===== src/rtl/cdc_pkg.sv =====
// Shared constants and helpers for the toggle-event CDC receiver.
//   clog2     : ceiling log2 used to size channel IDs
//   cdc_id_w  : channel-ID width, never narrower than one bit
//   CDC_SYNC_STAGES / CDC_CNT_W : default synchroniser depth and pending-counter width
package cdc_pkg;

    localparam int CDC_SYNC_STAGES = 2;
    localparam int CDC_CNT_W       = 4;

    function automatic int clog2(input int value);
        int r;
        r = 0;
        for (int i = 0; i < 31; i++) begin
            if ((1 << i) < value) r = i + 1;
        end
        return r;
    endfunction

    function automatic int cdc_id_w(input int channels);
        return (channels <= 1) ? 1 : clog2(channels);
    endfunction

endpackage


===== src/rtl/cdc_toggle_sync.sv =====
// One channel of toggle synchronisation into the sink clock.
//   clk       in  : sink-domain clock
//   reset_i   in  : synchronous active-high reset
//   req_tog_i in  : asynchronous request toggle from the source domain
//   evt_det_o out : one-cycle pulse per captured toggle transition
//   ack_tog_o out : last captured request level, returned to the source
module cdc_toggle_sync #(
    parameter int pSYNC_STAGES = 2
) (
    input  logic clk,
    input  logic reset_i,
    input  logic req_tog_i,
    output logic evt_det_o,
    output logic ack_tog_o
);

    (* ASYNC_REG = "TRUE" *) logic [pSYNC_STAGES-1:0] sync_q;
    logic tog_q;

    always_ff @(posedge clk) begin
        if (reset_i) begin
            sync_q <= '0;
            tog_q  <= 1'b0;
        end else begin
            sync_q <= {sync_q[pSYNC_STAGES-2:0], req_tog_i};
            tog_q  <= sync_q[pSYNC_STAGES-1];
        end
    end

    // tog_q trails the synchronised level by one cycle, so any difference
    // is exactly one new transition from the source.
    assign evt_det_o = sync_q[pSYNC_STAGES-1] ^ tog_q;
    assign ack_tog_o = tog_q;

endmodule


===== src/rtl/cdc_event_sync.sv =====
// Multi-channel toggle-event receiver: synchronises per-channel request
// toggles, queues events as saturating pending counts and issues them one
// at a time in round-robin order on a valid/ready port.
//   clk          in  : sink-domain clock
//   reset_i      in  : synchronous active-high reset
//   req_tog_i    in  : per-channel async request toggles
//   ack_tog_o    out : per-channel ack toggles (captured request level)
//   evt_valid_o  out : event presented on evt_id_o
//   evt_ready_i  in  : sink accepts when evt_valid_o & evt_ready_i
//   evt_id_o     out : channel index of the presented event
//   ovf_o        out : sticky per-channel overflow flags
//   ovf_clr_i    in  : per-channel overflow clear pulses
module cdc_event_sync
    import cdc_pkg::*;
#(
    parameter int  pCHANNELS    = 4,
    parameter int  pSYNC_STAGES = CDC_SYNC_STAGES,
    parameter int  pCNT_W       = CDC_CNT_W,
    localparam int pID_W        = cdc_id_w(pCHANNELS)
) (
    input  logic                 clk,
    input  logic                 reset_i,
    input  logic [pCHANNELS-1:0] req_tog_i,
    output logic [pCHANNELS-1:0] ack_tog_o,
    output logic                 evt_valid_o,
    input  logic                 evt_ready_i,
    output logic [pID_W-1:0]     evt_id_o,
    output logic [pCHANNELS-1:0] ovf_o,
    input  logic [pCHANNELS-1:0] ovf_clr_i
);

    localparam logic [pCNT_W-1:0] CNT_MAX = '1;

    logic [pCHANNELS-1:0]             evt_det;
    logic [pCHANNELS-1:0][pCNT_W-1:0] cnt_q, cnt_d;
    logic [pCHANNELS-1:0]             ovf_q, ovf_d, ovf_set;
    logic [pCHANNELS-1:0]             take;
    logic [pID_W-1:0]                 rr_q, rr_d, id_q, id_d, sel;
    logic                             valid_q, valid_d, load, found;

    for (genvar c = 0; c < pCHANNELS; c++) begin : g_sync
        cdc_toggle_sync #(.pSYNC_STAGES(pSYNC_STAGES)) u_sync (
            .clk       (clk),
            .reset_i   (reset_i),
            .req_tog_i (req_tog_i[c]),
            .evt_det_o (evt_det[c]),
            .ack_tog_o (ack_tog_o[c])
        );
    end

    // Round-robin search: first nonzero counter at or after rr_q, wrapping.
    always_comb begin
        int idx;
        found = 1'b0;
        sel   = '0;
        idx   = 0;
        for (int i = 0; i < pCHANNELS; i++) begin
            idx = int'(rr_q) + i;
            if (idx >= pCHANNELS) idx = idx - pCHANNELS;
            if (!found && cnt_q[idx] != '0) begin
                found = 1'b1;
                sel   = pID_W'(idx);
            end
        end
    end

    // Output stage refills whenever it is empty or being drained.
    always_comb begin
        load    = ~valid_q | evt_ready_i;
        take    = '0;
        valid_d = valid_q;
        id_d    = id_q;
        rr_d    = rr_q;
        if (load) begin
            valid_d = found;
            if (found) begin
                id_d      = sel;
                take[sel] = 1'b1;
                rr_d      = (int'(sel) == pCHANNELS - 1) ? '0 : sel + pID_W'(1);
            end
        end
    end

    // A detect and a take in the same cycle cancel out. Overflow only fires
    // on a net increment into a saturated counter and beats a same-cycle clear.
    always_comb begin
        for (int c = 0; c < pCHANNELS; c++) begin
            cnt_d[c]   = cnt_q[c];
            ovf_set[c] = evt_det[c] & ~take[c] & (cnt_q[c] == CNT_MAX);
            if (evt_det[c] && !take[c] && cnt_q[c] != CNT_MAX)
                cnt_d[c] = cnt_q[c] + 1'b1;
            else if (!evt_det[c] && take[c])
                cnt_d[c] = cnt_q[c] - 1'b1;
            ovf_d[c] = ovf_set[c] ? 1'b1 : (ovf_clr_i[c] ? 1'b0 : ovf_q[c]);
        end
    end

    always_ff @(posedge clk) begin
        if (reset_i) begin
            cnt_q   <= '0;
            ovf_q   <= '0;
            rr_q    <= '0;
            id_q    <= '0;
            valid_q <= 1'b0;
        end else begin
            cnt_q   <= cnt_d;
            ovf_q   <= ovf_d;
            rr_q    <= rr_d;
            id_q    <= id_d;
            valid_q <= valid_d;
        end
    end

    assign evt_valid_o = valid_q;
    assign evt_id_o    = id_q;
    assign ovf_o       = ovf_q;

endmodule


===== config.mk =====
export PLATFORM = sky130hd
export DESIGN_NAME = cdc_event_sync
export DESIGN_NICKNAME = d
export VERILOG_FILES = /design/src/rtl/cdc_pkg.sv /design/src/rtl/cdc_toggle_sync.sv /design/src/rtl/cdc_event_sync.sv
export SDC_FILE = /design/constraint.sdc
export NUM_CORES = 1
export LEC_CHECK = 0
export ABC_AREA = 1
export BUFFER_PORTS_ARGS = -buffer_cell sky130_fd_sc_hd__buf_2
export CAP_MARGIN = 20
export CORE_ASPECT_RATIO = 1.25
export CORE_MARGIN = 2
export CORE_UTILIZATION = 35
export CTS_CLUSTER_SIZE = 30
export DETAILED_ROUTE_END_ITERATION = 6
export PLACE_DENSITY = 0.63
export RECOVER_POWER = 100
export SETUP_SLACK_MARGIN = 0.5
export SYNTH_ARGS = -nofsm -noshare
export SYNTH_HDL_FRONTEND = slang
export SYNTH_SLANG_ARGS = --single-unit

===== constraint.sdc =====
create_clock -name clk -period 4.2 [get_ports clk]
set_clock_uncertainty 0.15 [all_clocks]
set_input_delay 1.05 -clock clk [delete_from_list [all_inputs] [get_ports clk]]
set_output_delay 1.05 -clock clk [all_outputs]
set_load 0.02 [all_outputs]

# After elaboration in Yosys (flattened, before gate mapping)
# Cells that the tools add are included.
# W data, S select, Z words.
# op_classes
add_sub_neg	16
magnitude_cmp	10
n_eq_ne	9
muxes	45
bitwise	18
reduce_logical	40
# op_table
operator	n
$lt A32 B4 Y1 const B	4
$mux W32	4
$mux W4	18
$bmux W4 S2	4
$add A4 B1 Y4 const B	4
$eq A4 B4 Y1 const B	4
$logic_and A1 B1 Y1	16
$ne A4 B4 Y1 const B	4
$reduce_bool A2 Y1	8
$reduce_bool A4 Y1	4
$sub A4 B1 Y4 const B	4
$mux W1	13
$sub A3 B3 Y4 const B	3
$logic_not A1 Y1	11
$mux W2	5
$ge A3 B3 Y1 const B	3
$and A1 B1 Y1	8
$add A2 B2 Y3 const B	2
$not A1 Y1	5
$sub A2 B3 Y4 const B	1
$xor A1 B1 Y1	4
$add A2 B1 Y3 const B	1
$ge A2 B3 Y1 const B	1
$lt A2 B3 Y1 const B	1
other kinds (6)	6
# totals
reg_bits	37
inputBits	11
out_inout_bits	11
word_cells	157

# Logic depth before layout (Yosys ltp)
# logic_depth
word_depth	26
mapped_depth	24
ltp_nobuf	23

# Cells and area by module
# Synthesis repeated with hierarchy kept, for this count alone.
# hier_totals
cells_unflattened	336
area_unflattened_um2	2324.7
# by_module_without_submodules
mod	instances	cells_per_inst	area_per_inst_um2	seq_area_each_um2
cdc_event_sync	1	284	1934.4	500.5
cdc_toggle_sync	4	13	97.6	60.1

# Least setup slack after synthesis
# No wires, ideal clock.
# synth_timing
path_type	reg2reg
startpoint	register rr_q[0]
endpoint	register cnt_q[3] (netlist bit)
setup_time_ns	0.115
t_arrival_ns	2.823
t_required_ns	3.935
setup_slack_ns	1.112
path_stages_with_launch	23
path_buffers	2
synth_period_minus_slack_ns	3.088
cell_sequence	dfxtp_1 > buf_6 > buf_12 > nand2_1 > o21ai_0 > nor2_1 > nand3_2 > nand2_2 > nand3_2 > nand2_1 > xor2_1 > nand2_1 > ha_1 > nand3_1 > nand3_2 > ha_1 > a21o_1 > a21oi_1 > nand4_2 > nand2_2 > nand3_1 > nand2_1 > nor2_1
# synth_between
elab_chain_len	26
elab_cells_between_ends	58
cone_classes	add/sub: 7; order compare: 6; mux: 29; reduce/logical: 16
# synth_lines
element	line_no	source
start, declared	cdc_event_sync.sv:38	logic [pID_W-1:0] rr_q, rr_d, id_q, id_d, sel;
start signal, assigned	cdc_event_sync.sv:108	rr_q <= rr_d;
branches (longest 20 deep; another with $sub A3 B3 Y4)	n/a	
$mux W4 (*)	cdc_event_sync.sv:76	if (found) begin
$mux W4 (*)	cdc_event_sync.sv:74	if (load) begin
$logic_not A1 Y1	cdc_event_sync.sv:90	if (evt_det[c] && !take[c] && cnt_q[c] != CNT_MAX)
$logic_and A1 B1 Y1 (2 in a row)	cdc_event_sync.sv:90	
$mux W4 / $reduce_bool A2 Y1 (equally long branches)	n/a	
end signal, assigned	cdc_event_sync.sv:106	cnt_q <= cnt_d;
end, declared	cdc_event_sync.sv:35	logic [pCHANNELS-1:0][pCNT_W-1:0] cnt_q, cnt_d;
# Mark *: on every way between the ends. The select of a mux whose other input is x is not followed.
# A chain may end at the register's enable or synchronous reset.

# Worst setup path after layout
# layout_timing
startpoint	register rr_q[0]
endpoint	register cnt_q[3] (netlist bit)
# layout_between
elab_chain_len	26
elab_cells_between_ends	58
cone_classes	add/sub: 7; order compare: 6; mux: 29; reduce/logical: 16
# layout_lines
element	line_no	source
branches (longest 15 deep; another with $sub A3 B3 Y4)	n/a	
$mux W2 (*)	cdc_event_sync.sv:60	if (!found && cnt_q[idx] != '0) begin
net sel[1]	cdc_event_sync.sv:38	
$lt A2 B3 Y1 (implied by the code) / $ge A2 B1 Y1 (equally long branches)	cdc_event_sync.sv:78	take[sel] = 1'b1;
$logic_and A1 B1 Y1 (implied by the code)	cdc_event_sync.sv:78	
$mux W1 (implied by the code)	cdc_event_sync.sv:78	
$demux W1 S2 (*)	cdc_event_sync.sv:78	
$mux W4 (*)	cdc_event_sync.sv:76	
$mux W4 (*)	cdc_event_sync.sv:74	
$logic_not A1 Y1	cdc_event_sync.sv:90	
$logic_and A1 B1 Y1 (2 in a row)	cdc_event_sync.sv:90	
$mux W4 / $reduce_bool A2 Y1 (equally long branches)	n/a	
# Mark *: on every way through the listed nets, which the timed path passes. The select of a mux whose other input is x is not followed.

==> flow_summary.ini <==
[route]
totalWireLength_um = 4540
firstDrtPassIters = 4
drc = 0
dr.first_iter.drc_count = 73
ant_nets = 0
vias = 2032
routedWlPerCell_um = 10.5
via_per_inst = 4.71

[sta]
timing.fmax_mhz = 278
hold_violations = 0
min_period_over_period_pct = 85.8
postLayoutSetupSlackWorst_ps = 597
rsz0062_at_grt = no
fin_crit_ps = 3600
drv_slew = 0
final-setup-viol-count = 0
maxSlewHeadroom_pct = 34.0
fin_setup_tns_ps = 0
worst_slew_pin_slew_ps = 990

[job]
maxCapViolations = 0

[synthesis]
postSynthCellCount = 322
yosysTopAreaCellShare_pct = 32.1
ys_top_cells_by_count = nand2_1, nor2_1, inv_1, dfxtp_1, nand3_1
synth_nets = 349
seq_area_frac_synth_pct = 32.1
synth_ff_type = dfxtp_1
synth_area_um2 = 2310
async_flop_share_pct = 0
synth_top_area_cell = dfxtp_1
synth.most_common_cell = nand2_1
ys_ff_latch = 37
ys_types = 34
synthTopCellsByArea = dfxtp_1, nand2_1, nor2_1
synth_edf_count = 0
synth_warnings = 0
syn_area_per_cell_um2 = 7.17

[cells_and_area]
antennaDiodeCount = 0
nFillCells = 688
regArea_um2 = 746
area_delta_synth_final_pct = 9.48
drive_above_1_share_pct = 11.6
fin_nets = 370
multiInputGateArea_um2 = 1260

[power_and_ir_drop]
combPwrFrac_pct = 58.0
internal_power_uw = 1040
switchingPower_uw = 985
power_frac_seq_pct = 26.5
ir_drop_mv = 0.346
power_frac_clock_pct = 15.5
p_per_area_nw_per_um2 = 802
power_leakage_uw = 0.00119
sw_frac_of_total_pct = 48.6

[global_routing]
track_usage_pct = 13.7
grt_max_degree = 22
grt_pass1_vias = 1831
grt_overflow = 0
grt_pass1_wl_um = 8050
antenna_found_initial = 0

[critical_path]
r2r-end = cnt_q[3]
startpoint_type = register
reg2reg_slack_ps = 600
crit_path_end_kind = register
arrival_ps = 3640
crit_required_ps = 4240
worstRegToRegCells = 22
path_max_fanout = 11
path_class = register to register
timing.rr.start = rr_q[0]

[floorplanning]
core.rowCount = 33
die_h_um = 94.8
die_w_um = 76.6
ioPinCount = 22
dieArea_um2 = 7270
start_util_pct = 35.6
coreArea_um2 = 6480

[placement]
place_hpwl_um = 3400
gp_congestion = 0.819
pre_cts_slack_ps = 602
port_buffers = 21

[clock_network]
root_buffer = clkbuf_8
cts_max_level = 2
cts_buffer_depth = 2
postCtsHoldBufs = 0
cts.sink_count = 37
worstSkewPairLatency_ps = 290
cts_tree = built
clk_pin_slew_ps = 80
numCtsBuffers = 5

[outcome]
status = finished, final reports clean

[hold_path]
min-delay-path-class = register to register
min_path_cells = 2
hold_path.startpoint = g_sync[0].u_sync.sync_q[0]
min_to = g_sync[0].u_sync.sync_q[1]
## layout make-up
cell class                 instances  share of cell area [%]
clock buffer                       5                    2.72
clock inverter                     3                    1.83
inverter                          50                    7.43
multi-input combinational        225                    49.9
sequential                        37                    29.5
tap                               87                    4.31
timing repair buffer              24                    4.31
## worst max-delay path: stages (launching register included)
cell and delay (ps):
dfxtp_4 390, buf_4 170, nand2_1 60, nand2_1 80, nor2_1 120, nand3_2 110, nand2_2 100, nand3_1 150
nor2_1 160, nand2_1 70, nand2_1 120, inv_1 90, ha_1 240, nand3_1 160, nand3_1 220, ha_1 340
a21o_1 180, a21oi_2 180, nand4_2 130, nand2_2 90, nand3_1 70, nand2_1 60, nor2_1 50
## registers in the layout (all words and copies together), names as in the netlist
register	flops
cnt_q	16
g_sync.u_sync.sync_q	8
g_sync.u_sync.ack_tog_o	4
ovf_o	4
evt_id_o	2
rr_q	2
evt_valid_o	1
## worst max path at each step
| stage | startpoint | endpoint | slack, ps | cells after the start |
|---|---|---|---|---|
| 2_1_floorplan | rr_q[0] | cnt_q[3] | 1110 | 22 |
| 3_3_place_gp | rr_q[0] | cnt_q[3] | 660 | 22 |
| 3_5_place_dp | rr_q[0] | cnt_q[3] | 600 | 22 |
| 4_1_cts | rr_q[0] | cnt_q[3] | 550 | 22 |
| 5_1_grt | rr_q[0] | cnt_q[3] | 260 | 22 |
| 6_report | rr_q[0] | cnt_q[3] | 600 | 22 |
## power groups by stage
stage	Clock (µW)	Combinational, µW	Sequential [µW]
after floorplan	0	1010	518
after global placement	0	1160	541
after detailed placement	0	1180	542
after CTS	321	1190	534
after global routing	340	1370	554
final	313	1180	537
## metrics by stage
stage | hold WS (ps) | instance area (µm²) | util [%] | instances | power, µW
global placement | 245 | 2430 | 37.5 | 421 | 1700
detailed placement | 246 | 2430 | 37.5 | 421 | 1720
floorplan | 238 | 2310 | - | 322 | 1520
finish | 258 | 2530 | 39.0 | 431 | 2030
global route | 277 | 2530 | 39.0 | 431 | 2270
CTS | 259 | 2550 | 39.3 | 429 | 2050
## repair_timing
| item | 4_1_cts | 5_1_grt |
|---|---|---|
| resized for setup | 0 | 7 |
| endpoints found under the setup margin | 0 | 4 |
| setup buffers | 0 | 2 |
## metal layers
| metal | vias up | part of all wire [%] | track usage [%] |
|---|---|---|---|
| li1 | 1062 | - | - |
| met1 | 931 | 46 | 15.6 |
| met2 | 34 | 49 | 25.5 |
| met3 | 5 | 2.9 | 2.68 |
| met4 | 0 | 1.5 | 5.00 |
| met5 | - | 0 | 0 |
## logic make-up (layout without fill, tap and decap cells)
family                   Yosys count  in the layout  synth area share (%)
flip-flops                        37             37                  32.1
AND/OR/NAND/NOR                  160            160                  32.7
AO/OA/AOI/OAI                     40             40                  9.43
XOR/XNOR                           9              9                  3.41
adder cells (fa/ha/maj)           16             16                  9.97
buffers and inverters             60             82                  12.4
## cells in the final DEF (no fill, tap or decap), drive strengths merged
cell and n:
clkbuf 18, o211ai 1, nor3b 1, nor4 1, nor3 1, o22ai 1
buf 11, a21o 1, nand3b 4, nand4 11, xor2 5, dfxtp 37
fa 4, inv 50, ha 12, nand2 64, clkinvlp 1, o21ai 20
a31oi 3, xnor2 4, bufinv 1, nor2 55, clkinv 1, nand3 23
a21oi 14
Power figures use the tool's default switching activity.
